**src/rtl/ucode_nest_if.sv**
```systemverilog
// ---------------------------------------------------------------------------
// ucode_nest_if
//   Bundle between the decode stage and the microcode nest sequencer.
//   The master side is the decode stage. It drives the stall, the start/end
//   instruction strobes and the instruction PC. It receives the memory
//   select, the nesting depth and the fetch-PC redirect.
//   The slave side is ucode_nest_sequencer.
//
//   Signals (master -> slave):
//     stall        pipeline stall; start/end strobes are ignored while high
//     start_valid  STARTMATMULk decoded
//     start_id     routine index k
//     end_valid    ENDMATMUL decoded
//     pc_in        PC of the start/end instruction
//   Signals (slave -> master):
//     im_sel       0 = normal memory, k+1 = routine k
//     active       nesting depth is non-zero
//     depth        current nesting depth
//     redir_valid  one-cycle fetch-PC redirect pulse
//     redir_pc     redirect target
//     err          one-cycle illegal-event pulse
//     wdt_abort    one-cycle watchdog abort pulse
// ---------------------------------------------------------------------------
interface ucode_nest_if #(
    parameter int XLEN         = 32,
    parameter int NUM_ROUTINES = 4,
    parameter int STACK_DEPTH  = 4
);
    localparam int ID_W  = (NUM_ROUTINES > 1) ? $clog2(NUM_ROUTINES) : 1;
    localparam int SEL_W = $clog2(NUM_ROUTINES + 1);
    localparam int DEP_W = $clog2(STACK_DEPTH + 1);

    logic             stall;
    logic             start_valid;
    logic [ID_W-1:0]  start_id;
    logic             end_valid;
    logic [XLEN-1:0]  pc_in;

    logic [SEL_W-1:0] im_sel;
    logic             active;
    logic [DEP_W-1:0] depth;
    logic             redir_valid;
    logic [XLEN-1:0]  redir_pc;
    logic             err;
    logic             wdt_abort;

    modport master (
        output stall, start_valid, start_id, end_valid, pc_in,
        input  im_sel, active, depth, redir_valid, redir_pc, err, wdt_abort
    );

    modport slave (
        input  stall, start_valid, start_id, end_valid, pc_in,
        output im_sel, active, depth, redir_valid, redir_pc, err, wdt_abort
    );
endinterface

```
**src/rtl/ucode_nest_sequencer.sv**
```systemverilog
// ---------------------------------------------------------------------------
// ucode_nest_sequencer
//   Microcode-mode sequencer with nested routine calls.
//   A start instruction pushes {return PC, current memory select} onto a
//   hardware return stack. It then selects routine k's instruction memory
//   and redirects fetch to ROUTINE_BASE. An end instruction pops the stack
//   and restores both. All outputs are registered. Their effect is visible
//   in the cycle after the accepted event.
//
//   Ports:
//     clk    clock
//     reset  synchronous, active-low reset
//     bus    ucode_nest_if.slave (decode strobes in; select/depth/redirect out)
//
//   Optional feature: define UCODE_WATCHDOG_EN to add a watchdog.
//   The watchdog flushes the whole nest after WDT_LIMIT non-stalled active
//   cycles without an accepted start/end. Fetch then returns to the
//   outermost return address.
// ---------------------------------------------------------------------------
module ucode_nest_sequencer #(
    parameter int              XLEN         = 32,
    parameter int              NUM_ROUTINES = 4,
    parameter int              STACK_DEPTH  = 4,
    parameter logic [XLEN-1:0] ROUTINE_BASE = '0,
    parameter int              WDT_LIMIT    = 1024
) (
    input logic         clk,
    input logic         reset,
    ucode_nest_if.slave bus
);
    localparam int SEL_W = $clog2(NUM_ROUTINES + 1);
    localparam int DEP_W = $clog2(STACK_DEPTH + 1);
    localparam int IDX_W = (STACK_DEPTH > 1) ? $clog2(STACK_DEPTH) : 1;
    localparam logic [DEP_W-1:0] DEPTH_MAX = DEP_W'(STACK_DEPTH);

    typedef enum logic {
        IDLE,
        RUN
    } state_t;

    state_t           state;
    logic [SEL_W-1:0] sel_q;
    logic [DEP_W-1:0] depth_q;
    logic             redir_valid_q;
    logic [XLEN-1:0]  redir_pc_q;
    logic             err_q;
    logic             wdt_abort_q;

    // Return stack: entry i holds the caller of nesting level i+1.
    logic [XLEN-1:0]  stack_pc  [STACK_DEPTH];
    logic [SEL_W-1:0] stack_sel [STACK_DEPTH];

    logic             start_req;
    logic             end_req;
    logic             id_ok;
    logic             do_start;
    logic             do_end;
    logic             illegal;
    logic             wdt_fire;
    logic [IDX_W-1:0] push_idx;
    logic [IDX_W-1:0] pop_idx;

`ifdef UCODE_WATCHDOG_EN
    localparam int WDT_W = $clog2(WDT_LIMIT + 1);
    logic [WDT_W-1:0] wdt_cnt;
`else
    logic unused_wdt_limit;
    assign unused_wdt_limit = (WDT_LIMIT > 0);
`endif

    // ------------------------------------------------------------------
    // Event classification
    // ------------------------------------------------------------------
    always_comb begin
        // NOTE: every always_comb output gets a default first so no path leaves it unassigned (no latch).
        wdt_fire = 1'b0;
`ifdef UCODE_WATCHDOG_EN
        // The cycle that would take the counter to WDT_LIMIT is the abort cycle.
        wdt_fire = (state == RUN) && !bus.stall && (wdt_cnt == WDT_W'(WDT_LIMIT - 1));
`endif
        start_req = bus.start_valid && !bus.stall;
        end_req   = bus.end_valid && !bus.stall;
        id_ok     = (32'(bus.start_id) < NUM_ROUTINES);

        // If start and end arrive together, the end wins and the start is dropped.
        do_end   = end_req && (depth_q != '0) && !wdt_fire;
        do_start = start_req && !end_req && id_ok && (depth_q < DEPTH_MAX) && !wdt_fire;
        illegal  = !wdt_fire &&
                   ((start_req && (end_req || !id_ok || (depth_q == DEPTH_MAX))) ||
                    (end_req && (depth_q == '0)));

        push_idx = IDX_W'(depth_q);
        pop_idx  = IDX_W'(depth_q - 1'b1);
    end

    // ------------------------------------------------------------------
    // Return stack storage
    // ------------------------------------------------------------------
    // NOTE: the stack array has no reset; depth_q alone decides which entries are live.
    always_ff @(posedge clk) begin
        if (do_start) begin
            stack_pc[push_idx]  <= bus.pc_in + XLEN'(4);
            stack_sel[push_idx] <= sel_q;
        end
    end

    // ------------------------------------------------------------------
    // Nesting FSM with registered outputs
    // ------------------------------------------------------------------
    // NOTE: sequential state uses non-blocking assignments only, so every register samples pre-edge values.
    always_ff @(posedge clk) begin
        if (!reset) begin
            state         <= IDLE;
            sel_q         <= '0;
            depth_q       <= '0;
            redir_valid_q <= 1'b0;
            redir_pc_q    <= '0;
            err_q         <= 1'b0;
            wdt_abort_q   <= 1'b0;
`ifdef UCODE_WATCHDOG_EN
            wdt_cnt       <= '0;
`endif
        end else begin
            redir_valid_q <= 1'b0;
            err_q         <= illegal;
            wdt_abort_q   <= 1'b0;
`ifdef UCODE_WATCHDOG_EN
            if (wdt_fire) begin
                // Unwind every level at once, back to the outermost caller.
                state         <= IDLE;
                sel_q         <= '0;
                depth_q       <= '0;
                redir_valid_q <= 1'b1;
                redir_pc_q    <= stack_pc[0];
                wdt_abort_q   <= 1'b1;
                wdt_cnt       <= '0;
            end else begin
                if (do_start || do_end) begin
                    wdt_cnt <= '0;
                end else if (state == RUN && !bus.stall) begin
                    wdt_cnt <= wdt_cnt + 1'b1;
                end
`endif
                if (do_end) begin
                    sel_q         <= stack_sel[pop_idx];
                    depth_q       <= depth_q - 1'b1;
                    redir_valid_q <= 1'b1;
                    redir_pc_q    <= stack_pc[pop_idx];
                    state         <= (depth_q == DEP_W'(1)) ? IDLE : RUN;
                end else if (do_start) begin
                    sel_q         <= SEL_W'(bus.start_id) + SEL_W'(1);
                    depth_q       <= depth_q + 1'b1;
                    redir_valid_q <= 1'b1;
                    redir_pc_q    <= ROUTINE_BASE;
                    state         <= RUN;
                end
`ifdef UCODE_WATCHDOG_EN
            end
`endif
        end
    end

    assign bus.im_sel      = sel_q;
    assign bus.active      = (state == RUN);
    assign bus.depth       = depth_q;
    assign bus.redir_valid = redir_valid_q;
    assign bus.redir_pc    = redir_pc_q;
    assign bus.err         = err_q;
    assign bus.wdt_abort   = wdt_abort_q;

endmodule
```
**src/flat_wrapper.sv**
```systemverilog
// flat-port wrapper written by rule: the top's interface ports become plain ports
module ucode_nest_sequencer_flat 
#(
    parameter int              XLEN         = 32,
    parameter int              NUM_ROUTINES = 4,
    parameter int              STACK_DEPTH  = 4,
    parameter logic [XLEN-1:0] ROUTINE_BASE = '0,
    parameter int              WDT_LIMIT    = 1024
)
  (clk, reset, bus_stall, bus_start_valid, bus_start_id, bus_end_valid, bus_pc_in, bus_im_sel, bus_active, bus_depth, bus_redir_valid, bus_redir_pc, bus_err, bus_wdt_abort);
  ucode_nest_if #(.XLEN(XLEN), .NUM_ROUTINES(NUM_ROUTINES), .STACK_DEPTH(STACK_DEPTH)) bus_i ();
  input logic clk;
  input logic reset;
  input wire logic [$bits(bus_i.stall)-1:0] bus_stall;
  input wire logic [$bits(bus_i.start_valid)-1:0] bus_start_valid;
  input wire logic [$bits(bus_i.start_id)-1:0] bus_start_id;
  input wire logic [$bits(bus_i.end_valid)-1:0] bus_end_valid;
  input wire logic [$bits(bus_i.pc_in)-1:0] bus_pc_in;
  output wire logic [$bits(bus_i.im_sel)-1:0] bus_im_sel;
  output wire logic [$bits(bus_i.active)-1:0] bus_active;
  output wire logic [$bits(bus_i.depth)-1:0] bus_depth;
  output wire logic [$bits(bus_i.redir_valid)-1:0] bus_redir_valid;
  output wire logic [$bits(bus_i.redir_pc)-1:0] bus_redir_pc;
  output wire logic [$bits(bus_i.err)-1:0] bus_err;
  output wire logic [$bits(bus_i.wdt_abort)-1:0] bus_wdt_abort;
  assign bus_i.stall = bus_stall;
  assign bus_i.start_valid = bus_start_valid;
  assign bus_i.start_id = bus_start_id;
  assign bus_i.end_valid = bus_end_valid;
  assign bus_i.pc_in = bus_pc_in;
  assign bus_im_sel = bus_i.im_sel;
  assign bus_active = bus_i.active;
  assign bus_depth = bus_i.depth;
  assign bus_redir_valid = bus_i.redir_valid;
  assign bus_redir_pc = bus_i.redir_pc;
  assign bus_err = bus_i.err;
  assign bus_wdt_abort = bus_i.wdt_abort;
  ucode_nest_sequencer #(.XLEN(XLEN), .NUM_ROUTINES(NUM_ROUTINES), .STACK_DEPTH(STACK_DEPTH), .ROUTINE_BASE(ROUTINE_BASE), .WDT_LIMIT(WDT_LIMIT)) u_core (.clk(clk), .reset(reset), .bus(bus_i));
endmodule
```
**config.mk**
```make
export PLATFORM = sky130hd
export DESIGN_NAME = ucode_nest_sequencer_flat
export DESIGN_NICKNAME = d
export VERILOG_FILES = /design/src/rtl/ucode_nest_if.sv /design/src/rtl/ucode_nest_sequencer.sv /design/src/flat_wrapper.sv
export SDC_FILE = /design/constraint.sdc
export NUM_CORES = 1
export LEC_CHECK = 0
export CAP_MARGIN = 20
export CELL_PAD_IN_SITES_DETAIL_PLACEMENT = 2
export CELL_PAD_IN_SITES_GLOBAL_PLACEMENT = 2
export CORE_MARGIN = 5
export CORE_UTILIZATION = 35
export DETAILED_ROUTE_END_ITERATION = 8
export GPL_TIMING_DRIVEN = 0
export PLACE_DENSITY = 0.68
export SETUP_SLACK_MARGIN = 0.15
export SLEW_MARGIN = 20
export SYNTH_ARGS = -nofsm -noshare
export SYNTH_HDL_FRONTEND = slang
export SYNTH_SLANG_ARGS = --single-unit
export TNS_END_PERCENT = 30
```
**constraint.sdc**
```tcl
create_clock -name clk -period 3.96 [get_ports clk]
set_input_delay 0.792 -clock clk [delete_from_list [all_inputs] [get_ports clk]]
set_output_delay 0.792 -clock clk [all_outputs]
set_load 0.005 [all_outputs]
```
### Word-level counts from Yosys, hierarchy flattened

Memories as Yosys holds them, arrays and structs flattened.
Cells that the tools add are included.

| storage, ports and cells | value |
|---|---|
| memories kept | 2 |
| input bits | 39 |
| memory bits (writable) | 140 |
| register bits | 41 |
| output and inout bits | 42 |
| word-level logic and storage cells | 41 |

Memories:

| name | depth | width | read ports | clocked after memory_dff | write ports | RTL line | text |
|---|---|---|---|---|---|---|---|
| u_core.stack_pc | 4 | 32 | 1 | 0 | 1 | ucode_nest_sequencer.sv:50 | `logic [XLEN-1:0] stack_pc [STACK_DEPTH];` |
| u_core.stack_sel | 4 | 3 | 1 | 0 | 1 | ucode_nest_sequencer.sv:51 | `logic [SEL_W-1:0] stack_sel [STACK_DEPTH];` |

| operators by class | value |
|---|---|
| muxes and demuxes | 12 |
| reduce and logical (&&, ||, !) cells | 14 |
| add/sub/neg operators | 4 |
| equality and inequality tests | 2 |
| $lt $le $gt $ge | 1 |

Operators by type and width:

| kind | count |
|---|---|
| $mux W32 | 2 |
| $add A32 B3 Y32 const B | 1 |
| $mux W3 | 4 |
| $logic_and A1 B1 Y1 | 7 |
| $mux W1 | 6 |
| $add A2 B1 Y3 const B | 1 |
| $add A3 B1 Y3 const B | 1 |
| $eq A3 B1 Y1 const B | 1 |
| $eq A3 B3 Y1 const B | 1 |
| $logic_not A3 Y1 | 1 |
| $lt A3 B3 Y1 const B | 1 |
| $reduce_bool A3 Y1 | 1 |
| $sub A3 B1 Y3 const B | 1 |
| $logic_not A1 Y1 | 2 |
| $logic_or A1 B1 Y1 | 2 |
| $reduce_bool A2 Y1 | 1 |

### Depth between registers and ports, before layout

Gate-level depths: netlist of the first run.

| logic depth | value |
|---|---|
| depth after elaboration | 7 |
| mapped depth | 11 |
| mapped depth without buffers | 6 |

### Worst setup path before layout of the first run

Ideal clock, no wire load.

| timing | value |
|---|---|
| path kind | input port to flip-flop |
| start | input port bus_end_valid |
| end | memory u_core.stack_pc[1][0] (enable) |
| buffers on the path | 1 |
| stages on the path | 3 |
| setup slack | 1.413 ns |
| arrival time | 2.151 ns |
| setup time | 0.395 ns |
| path through | nor4b_4 > buf_6 > and2_1 |

| between the ends | value |
|---|---|
| word-level cells in the longest chain between the ends | 6 |

RTL lines:

| element | RTL line | text |
|---|---|---|
| from (decl) | flat_wrapper.sv:17 | `input wire logic [$bits(bus_i.end_valid)-1:0] bus_end_valid;` |
| $logic_and A1 B1 Y1 | ucode_nest_sequencer.sv:82 | `end_req = bus.end_valid && !bus.stall;` |
| $logic_not A1 Y1 | ucode_nest_sequencer.sv:87 | `do_start = start_req && !end_req && id_ok && (depth_q < DEPTH_MAX) && !wdt_fire;` |
| $logic_and A1 B1 Y1 (2 in a row) | ucode_nest_sequencer.sv:87 |  |
| $mux W1 | ucode_nest_sequencer.sv:101 | `if (do_start) begin` |
| $mux W1 (not written as such) | ucode_nest_sequencer.sv:102 | `stack_pc[push_idx] <= bus.pc_in + XLEN'(4);` |
| to (decl) | ucode_nest_sequencer.sv:50 |  |

No other way between the ends.

### Worst setup path after layout of the first run

| timing | value |
|---|---|
| start | input port bus_pc_in[2] |
| end | memory u_core.stack_pc[2][26], data pin |

| between the ends | value |
|---|---|
| word-level cells in the longest chain between the ends | 1 |

RTL lines:

| element | RTL line | text |
|---|---|---|
| from (decl) | flat_wrapper.sv:18 | `input wire logic [$bits(bus_i.pc_in)-1:0] bus_pc_in;` |
| $add A32 B3 Y32 | ucode_nest_sequencer.sv:102 |  |

No other way between the ends.

==> run metrics, run 1 <==
Worst Setup SP=bus_pc_in[2]; fill count=1994; Netlist Area Pre-Place=7330 sq um; CTS buffer count=17; number of global-route vias before repair=a little under 5000; Reg2Reg Setup Slack=1.06 ns; full die area=~24000 sq um; Hold/Removal Path Class=reg2reg; Initial DRT Pass Iterations=4; clock tree buffer depth=2; Power Dens Cells=475 nW/um^2; r2r worst-path depth=9; library cells used by synthesis=39; commonest non-fill, non-tap cells in the layout=140 x edfxtp_1, 79 x clkdlybuf4s50_1, 41 x dfxtp_1; CTS H-tree depth=4; Max Slew Vio Count=0; largest net degree at the start of global routing=25; row count=53; ANT cells=0; FMAX=339 MHz; Syn Nets=504; setup TNS=0 ns; CP Class=in2reg; Ys Warns=0; outcome=finished clean; Setup Skew=0.00978 ns; Setup violations, final=0; #FFs+latches synth=181; aggregate global-route resource usage=0.162; RSZ-0062 raised after global routing=no; Routed wire per std cell=22.0 microns; sequential share of the synthesized area=0.686; hold-fix buffers at CTS=0; Mapped Avg Cell Area=about 16 sq um; met2 capacity usage during global routing=0.281; Port-buffer cells=a little under 80; RD Place Congestion=0.700; fraction of layout cells with a size suffix above 1=0.173; pre-CTS WS=0.522 ns; clock root buffer=clkbuf_16; Worst Tran Pin Value=0.728 ns; io pins=81; number of remaining DRC errors=0; Mapped Cells=458; Max-slew headroom=0.515; Comb pwr share=0.118; Sequential Power Share=0.489; Setup crit end=u_core.stack_pc[2][26]; multi-input combinational cell area=2110 sq um; max_cap viols=0; dpl hpwl=13.0 mm; first-pass GRT wire length=28.8 mm; slack of the critical path=1.01 ns; CTS tree=built; DRT iter0 DRCs=274; post-route cell area=between 9000 and 10000 sq um; Layout Area Growth over Synthesis=25.1%; Clk pin slew, worst setup/hold paths=0.07 ns; Post-DRT Antenna Nets=0; minimum clock period=2.95 ns; clock latency on the worst-skew pair=0.44 ns; vias after detailed routing=4329; Final Hold Fails=0; clock sink total=181; Tcrit/Tclk final=0.745; vias per inst=5.10; startpoint type of the worst setup path=input pin; Die Wd=roughly 150 microns; Leak Pwr=0.00293 uW; met3 usage=0.0325; Final nets=606; core footprint=20800 sq um; Post-CTS Setup Bufs=0; P_int=3290 uW; most used routing layer=met2; Worst Hold Depth=2; Net Sw Frac=0.244; total grt overflow=0; final core occ=0.440; maximum vdd ir drop=between 0.2 and 0.25 mV; r2r startpoint=u_core.bus.depth[0]; Starting Density=0.352; switching power total=1060 uW; Reg area=5020 sq um; post_cts resized=0; GRT met1 Usage=0.203; Clk pwr share=0.393; critical path peak fanout=7; CP Capture Type=register; die height=155 microns; drt total wl=approximately 19 mm; Worst Path Required=4.16 ns; Area after DPL=8570 sq um; most common cell after layout, fill and taps aside=edfxtp_1; initial antenna violation count=0; Reg-to-Reg End=u_core.bus.redir_pc[27]; Worst EP arrival=3.15 ns
-- Yosys cell counts (all sizes together) --
master	number	area share
conb	1	0.00051
and3	2	0.0017
clkbuf	4	0.0020
a311oi	2	0.0024
nand2b	1	0.0019
nand2	24	0.012
xnor2	23	0.027
edfxtp	140	0.57
o211ai	1	0.0010
nor2b	1	0.0019
mux2i	30	0.041
mux4	21	0.065
a22oi	18	0.018
nor4	2	0.0017
buf	19	0.022
nor4b	1	0.0032
and2	6	0.0051
nor3	4	0.0034
ha	7	0.012
xor2	6	0.0072
a211oi	4	0.0041
o22a	14	0.018
mux2	1	0.0015
nand4	12	0.010
a21oi	16	0.013
a31oi	1	0.00085
inv	7	0.0036
nor2	30	0.016
nand3	18	0.015
nand3b	1	0.0027
dfxtp	41	0.11
-- power by group through the flow --
stage / clock network [uW] / logic, uW / registers (uW)
after CTS: 1750 / 527 / 2130
final: 1710 / 515 / 2130
after floorplan: 0 / 300 / 2170
after global placement: 0 / 498 / 2170
after detailed placement: 0 / 523 / 2170
after global routing: 1830 / 555 / 2130
-- metal layers --
layer / share of wire / up-vias / wire, microns
met4: 0.017 / 0 / 310
met3: 0.034 / 22 / 638
li1: - / 1969 / -
met2: 0.52 / 83 / 9670
met5: 0 / - / 0
met1: 0.43 / 2255 / 8080
-- layout make-up --
type	instances	share of cell area
flip-flops and latches	181	0.548
well taps	275	0.0375
clock inverters	15	0.0186
repair buffers	83	0.0974
inverters	7	0.00287
plain buffers	23	0.0194
multi-input cells	247	0.230
clock buffers	17	0.0464
-- per-stage QoR --
stage | hold WS, ns | cells | total power (uW)
6_report | 0.453 | 848 | 4360
3_5_place_dp | 0.451 | 816 | 2700
4_1_cts | 0.460 | 848 | 4400
3_3_place_gp | 0.442 | 812 | 2670
2_1_floorplan | 0.448 | 458 | 2470
5_1_grt | 0.472 | 848 | 4520
-- sequential cells by signal, summed over array words and instances (netlist names) --
signal	flops
u_core.bus.err	1
u_core.stack_pc	128
u_core.bus.active	1
u_core.bus.depth	3
u_core.bus.redir_valid	1
u_core.stack_sel	12
u_core.bus.im_sel	3
u_core.bus.redir_pc	32
-- cells by family after synthesis --
group           count (synthesis)  share of synthesized area
flops                         181                      0.686
simple gates                  102                     0.0746
compound gates                 56                     0.0579
mux                            52                      0.107
buf+inv                        30                     0.0278
xor+xnor                       29                     0.0347
fa+ha+maj                       7                     0.0119
other cells                     1                   0.000512
-- worst max-delay path: stages --
cell	delay [ns]
clkdlybuf4s50_1	0.57
ha_1	0.23
nand3_1	0.31
nor2_1	0.66
nand3_1	0.18
xnor2_1	0.39
-- worst min path at each step --
| stage | startpoint | to | slack [ns] |
|---|---|---|---|
| after global placement | u_core.bus.redir_pc[4] | u_core.bus.redir_pc[4] | 0.44 |
| after detailed placement | u_core.bus.redir_pc[4] | u_core.bus.redir_pc[4] | 0.45 |
| after floorplan | u_core.bus.redir_pc[0] | u_core.bus.redir_pc[0] | 0.45 |
| after CTS | u_core.bus.redir_pc[4] | u_core.bus.redir_pc[4] | 0.46 |
| after global routing | u_core.bus.redir_pc[0] | u_core.bus.redir_pc[0] | 0.47 |
| final | u_core.bus.redir_pc[4] | u_core.bus.redir_pc[4] | 0.45 |
(Power assumes the default switching activity.)
==> inputs of run 2 (changes only) <==
==> constraint.sdc (replaced) <==
create_clock -name clk -period 2.8 [get_ports clk]
set_input_delay 0.56 -clock clk [delete_from_list [all_inputs] [get_ports clk]]
set_output_delay 0.56 -clock clk [all_outputs]
set_load 0.005 [all_outputs]
==> run 2 against run 1 <==
Net effect: first-iteration DRC count shrank 3.3%; critical path depth is 1 lower; flip-flop and latch count stayed put; routed wire length shrank 0.12%; worst setup slack worse by 0.69 ns; global-route usage hardly changed; cell count stayed put; non-clock buffer count did not move; total power up 42%; worst hold slack about the same.
==> run metrics, run 2 (synthesis results as in run 1) <==
Layout Area Growth over Synthesis=25.5%; Port-buffer cells=79 (unchanged); Max Slew Vio Count=0 (unchanged); Crit path max-delay family=simple AND/OR/NAND/NOR gates; met3 usage=0.0325 (unchanged); RD Place Congestion=0.700 (unchanged); met2 capacity usage during global routing=0.281 (unchanged); number of remaining DRC errors=0 (unchanged); Max-slew headroom=0.530 (+0.0154); drt total wl=18.7 mm (-0.12%); RSZ-0062 raised after global routing=no; clock tree buffer depth=2 (unchanged); pre-CTS WS=-0.406 ns (-0.928 ns); maximum vdd ir drop=0.316 mV (+40%); Starting Density=0.352 (unchanged); fraction of layout cells with a size suffix above 1=0.178 (+0.00524); number of global-route vias before repair=4861 (+0.082%); vias per inst=5.06 (-0.83%); CTS H-tree depth=4 (unchanged); dpl hpwl=13.0 mm (unchanged); total grt overflow=0 (unchanged); Routed wire per std cell=22.0 microns (-0.12%); full die area=23900 sq um (unchanged); clock latency on the worst-skew pair=0.43 ns (about the same); clock sink total=181 (unchanged); minimum clock period=2.48 ns; CTS tree=built; startpoint type of the worst setup path=input pin; Worst EP arrival=2.69 ns (-0.46 ns); Power Dens Cells=671 nW/um^2 (+41%); ANT cells=0 (unchanged); CP Capture Type=register; largest net degree at the start of global routing=25 (unchanged); CP cell instances=clkdlybuf4s50_1 > nand4_1 > nor2_2 > nand4_1 > xnor2_1; Tcrit/Tclk final=0.887; Reg area=5030 sq um (about the same); row count=53 (unchanged); commonest non-fill, non-tap cells in the layout=140 x edfxtp_1, 79 x clkdlybuf4s50_1, 40 x dfxtp_1; most common cell after layout, fill and taps aside=edfxtp_1; CTS buffer count=17 (unchanged); vias after detailed routing=4293 (-0.83%); die height=155 microns (unchanged); Initial DRT Pass Iterations=5 (+1); Final nets=606 (unchanged); CP max stage delay=0.60 ns (-0.06 ns); Final Hold Fails=0 (unchanged); Worst Path Required=3.00 ns (-1.16 ns); Die Wd=155 microns (unchanged); slack of the critical path=0.315 ns (-0.693 ns); cell mode on critical path=nand4_1; Largest Register=u_core.stack_pc; first-pass GRT wire length=28.8 mm (unchanged); CP Class=in2reg; outcome=finished clean; hold slack=0.453 ns (-0.000144 ns); DRT iter0 DRCs=265 (-3.3%); critical path peak fanout=10 (+3); max reg flops=128 (unchanged); aggregate global-route resource usage=0.162 (about the same); Setup Skew=0.00898 ns (-0.000805 ns); max_cap viols=0 (unchanged); Reg2Reg Setup Slack=0.32 ns (-0.74 ns); FMAX=402 MHz; Hold/Removal Path Class=reg2reg; setup TNS=0 ns (unchanged); fill count=1990 (-0.20%); Clk pin slew, worst setup/hold paths=0.07 ns (about the same); initial antenna violation count=0 (unchanged); core footprint=20800 sq um (unchanged); Leak Pwr=0.00293 uW (+0.10%); GRT met1 Usage=0.203 (about the same); io pins=81 (unchanged); highest-delay cell along the critical path=nor2_2; Setup violations, final=0 (unchanged); multi-input combinational cell area=2130 sq um (+0.95%); Post-DRT Antenna Nets=0 (unchanged); Worst Tran Pin Value=0.705 ns (-0.0231 ns); CP bufs+invs=1 (unchanged); most used routing layer=met2; clock root buffer=clkbuf_16
[run 2: changes by cell type in the layout (fill, tap and decap cells not counted)]
cell / previous run / this run
nor2_4: 0 / 1
nor2_1: 29 / 28
ha_4: 0 / 1
buf_6: 8 / 9
dfxtp_2: 0 / 1
buf_4: 7 / 8
dfxtp_1: 41 / 40
ha_1: 7 / 6
buf_2: 4 / 2
[run 2: final timing paths]
kind | startpoint | to | depth (start not counted)
hold / removal | u_core.bus.redir_pc[4] | u_core.bus.redir_pc[4] | 2
setup / recovery | bus_pc_in[4] | u_core.stack_pc[0][31] | 5
setup reg to reg | u_core.bus.depth[0] | u_core.bus.redir_pc[27] | 9
hold reg to reg | u_core.bus.redir_pc[4] | u_core.bus.redir_pc[4] | 2
[run 2: worst min-delay path, stage by stage, from the launching register on]
cell and delay, ns:
dfxtp_1 0.31, nand2_1 0.05, a21oi_1 0.05
[run 2: layout make-up]
cell class,count,share of cell area
flip-flops and latches,181,0.546
clock inverters,15,0.0185
repair buffers,83,0.0971
well taps,275,0.0374
clock buffers,17,0.0463
plain buffers,23,0.0203
multi-input cells,247,0.231
inverters,7,0.00286
[run 2: stage by stage]
| stage | total power (uW) | util | std cells | area (sq um) |
|---|---|---|---|---|
| 2_1_floorplan | 3490 | - | 458 | 7330 |
| 3_3_place_gp | 3770 | 0.407 | 812 | 8460 |
| 3_5_place_dp | 3810 | 0.412 | 816 | 8570 |
| 4_1_cts | 6240 | 0.441 | 848 | 9190 |
| 5_1_grt | 6410 | 0.442 | 848 | 9200 |
| 6_report | 6170 | 0.442 | 848 | 9200 |
[run 2: power breakdown]
group	internal [uW]	total, uW	switching [uW]
combinational	363	742	379
sequential	2970	3010	40.9
clock	1340	2420	1080
[run 2: routing by layer]
layer / vias to the layer above / part of all wire
met1: 2226 / 0.44
met3: 22 / 0.029
met5: - / 0
met2: 78 / 0.52
li1: 1967 / -
met4: 0 / 0.016
[run 2: repair_timing]
item / 4_1_cts / 5_1_grt
endpoints found under the hold margin: 0 / 0
resized for setup: 5 / 3
endpoints found under the setup margin: 46 / 29
hold buffers: 0 / 0
setup buffers: 0 / 0
==> inputs of run 3 (changes only) <==
--- a/config.mk
+++ b/config.mk
@@ -12,6 +12,7 @@
 export CORE_UTILIZATION = 35
 export DETAILED_ROUTE_END_ITERATION = 8
 export GPL_TIMING_DRIVEN = 0
+export HOLD_SLACK_MARGIN = 0.06
 export PLACE_DENSITY = 0.68
 export SETUP_SLACK_MARGIN = 0.15
 export SLEW_MARGIN = 20
==> results of run 3 <==
No change in the layout: final DEF, timing and power equal those of run 2.
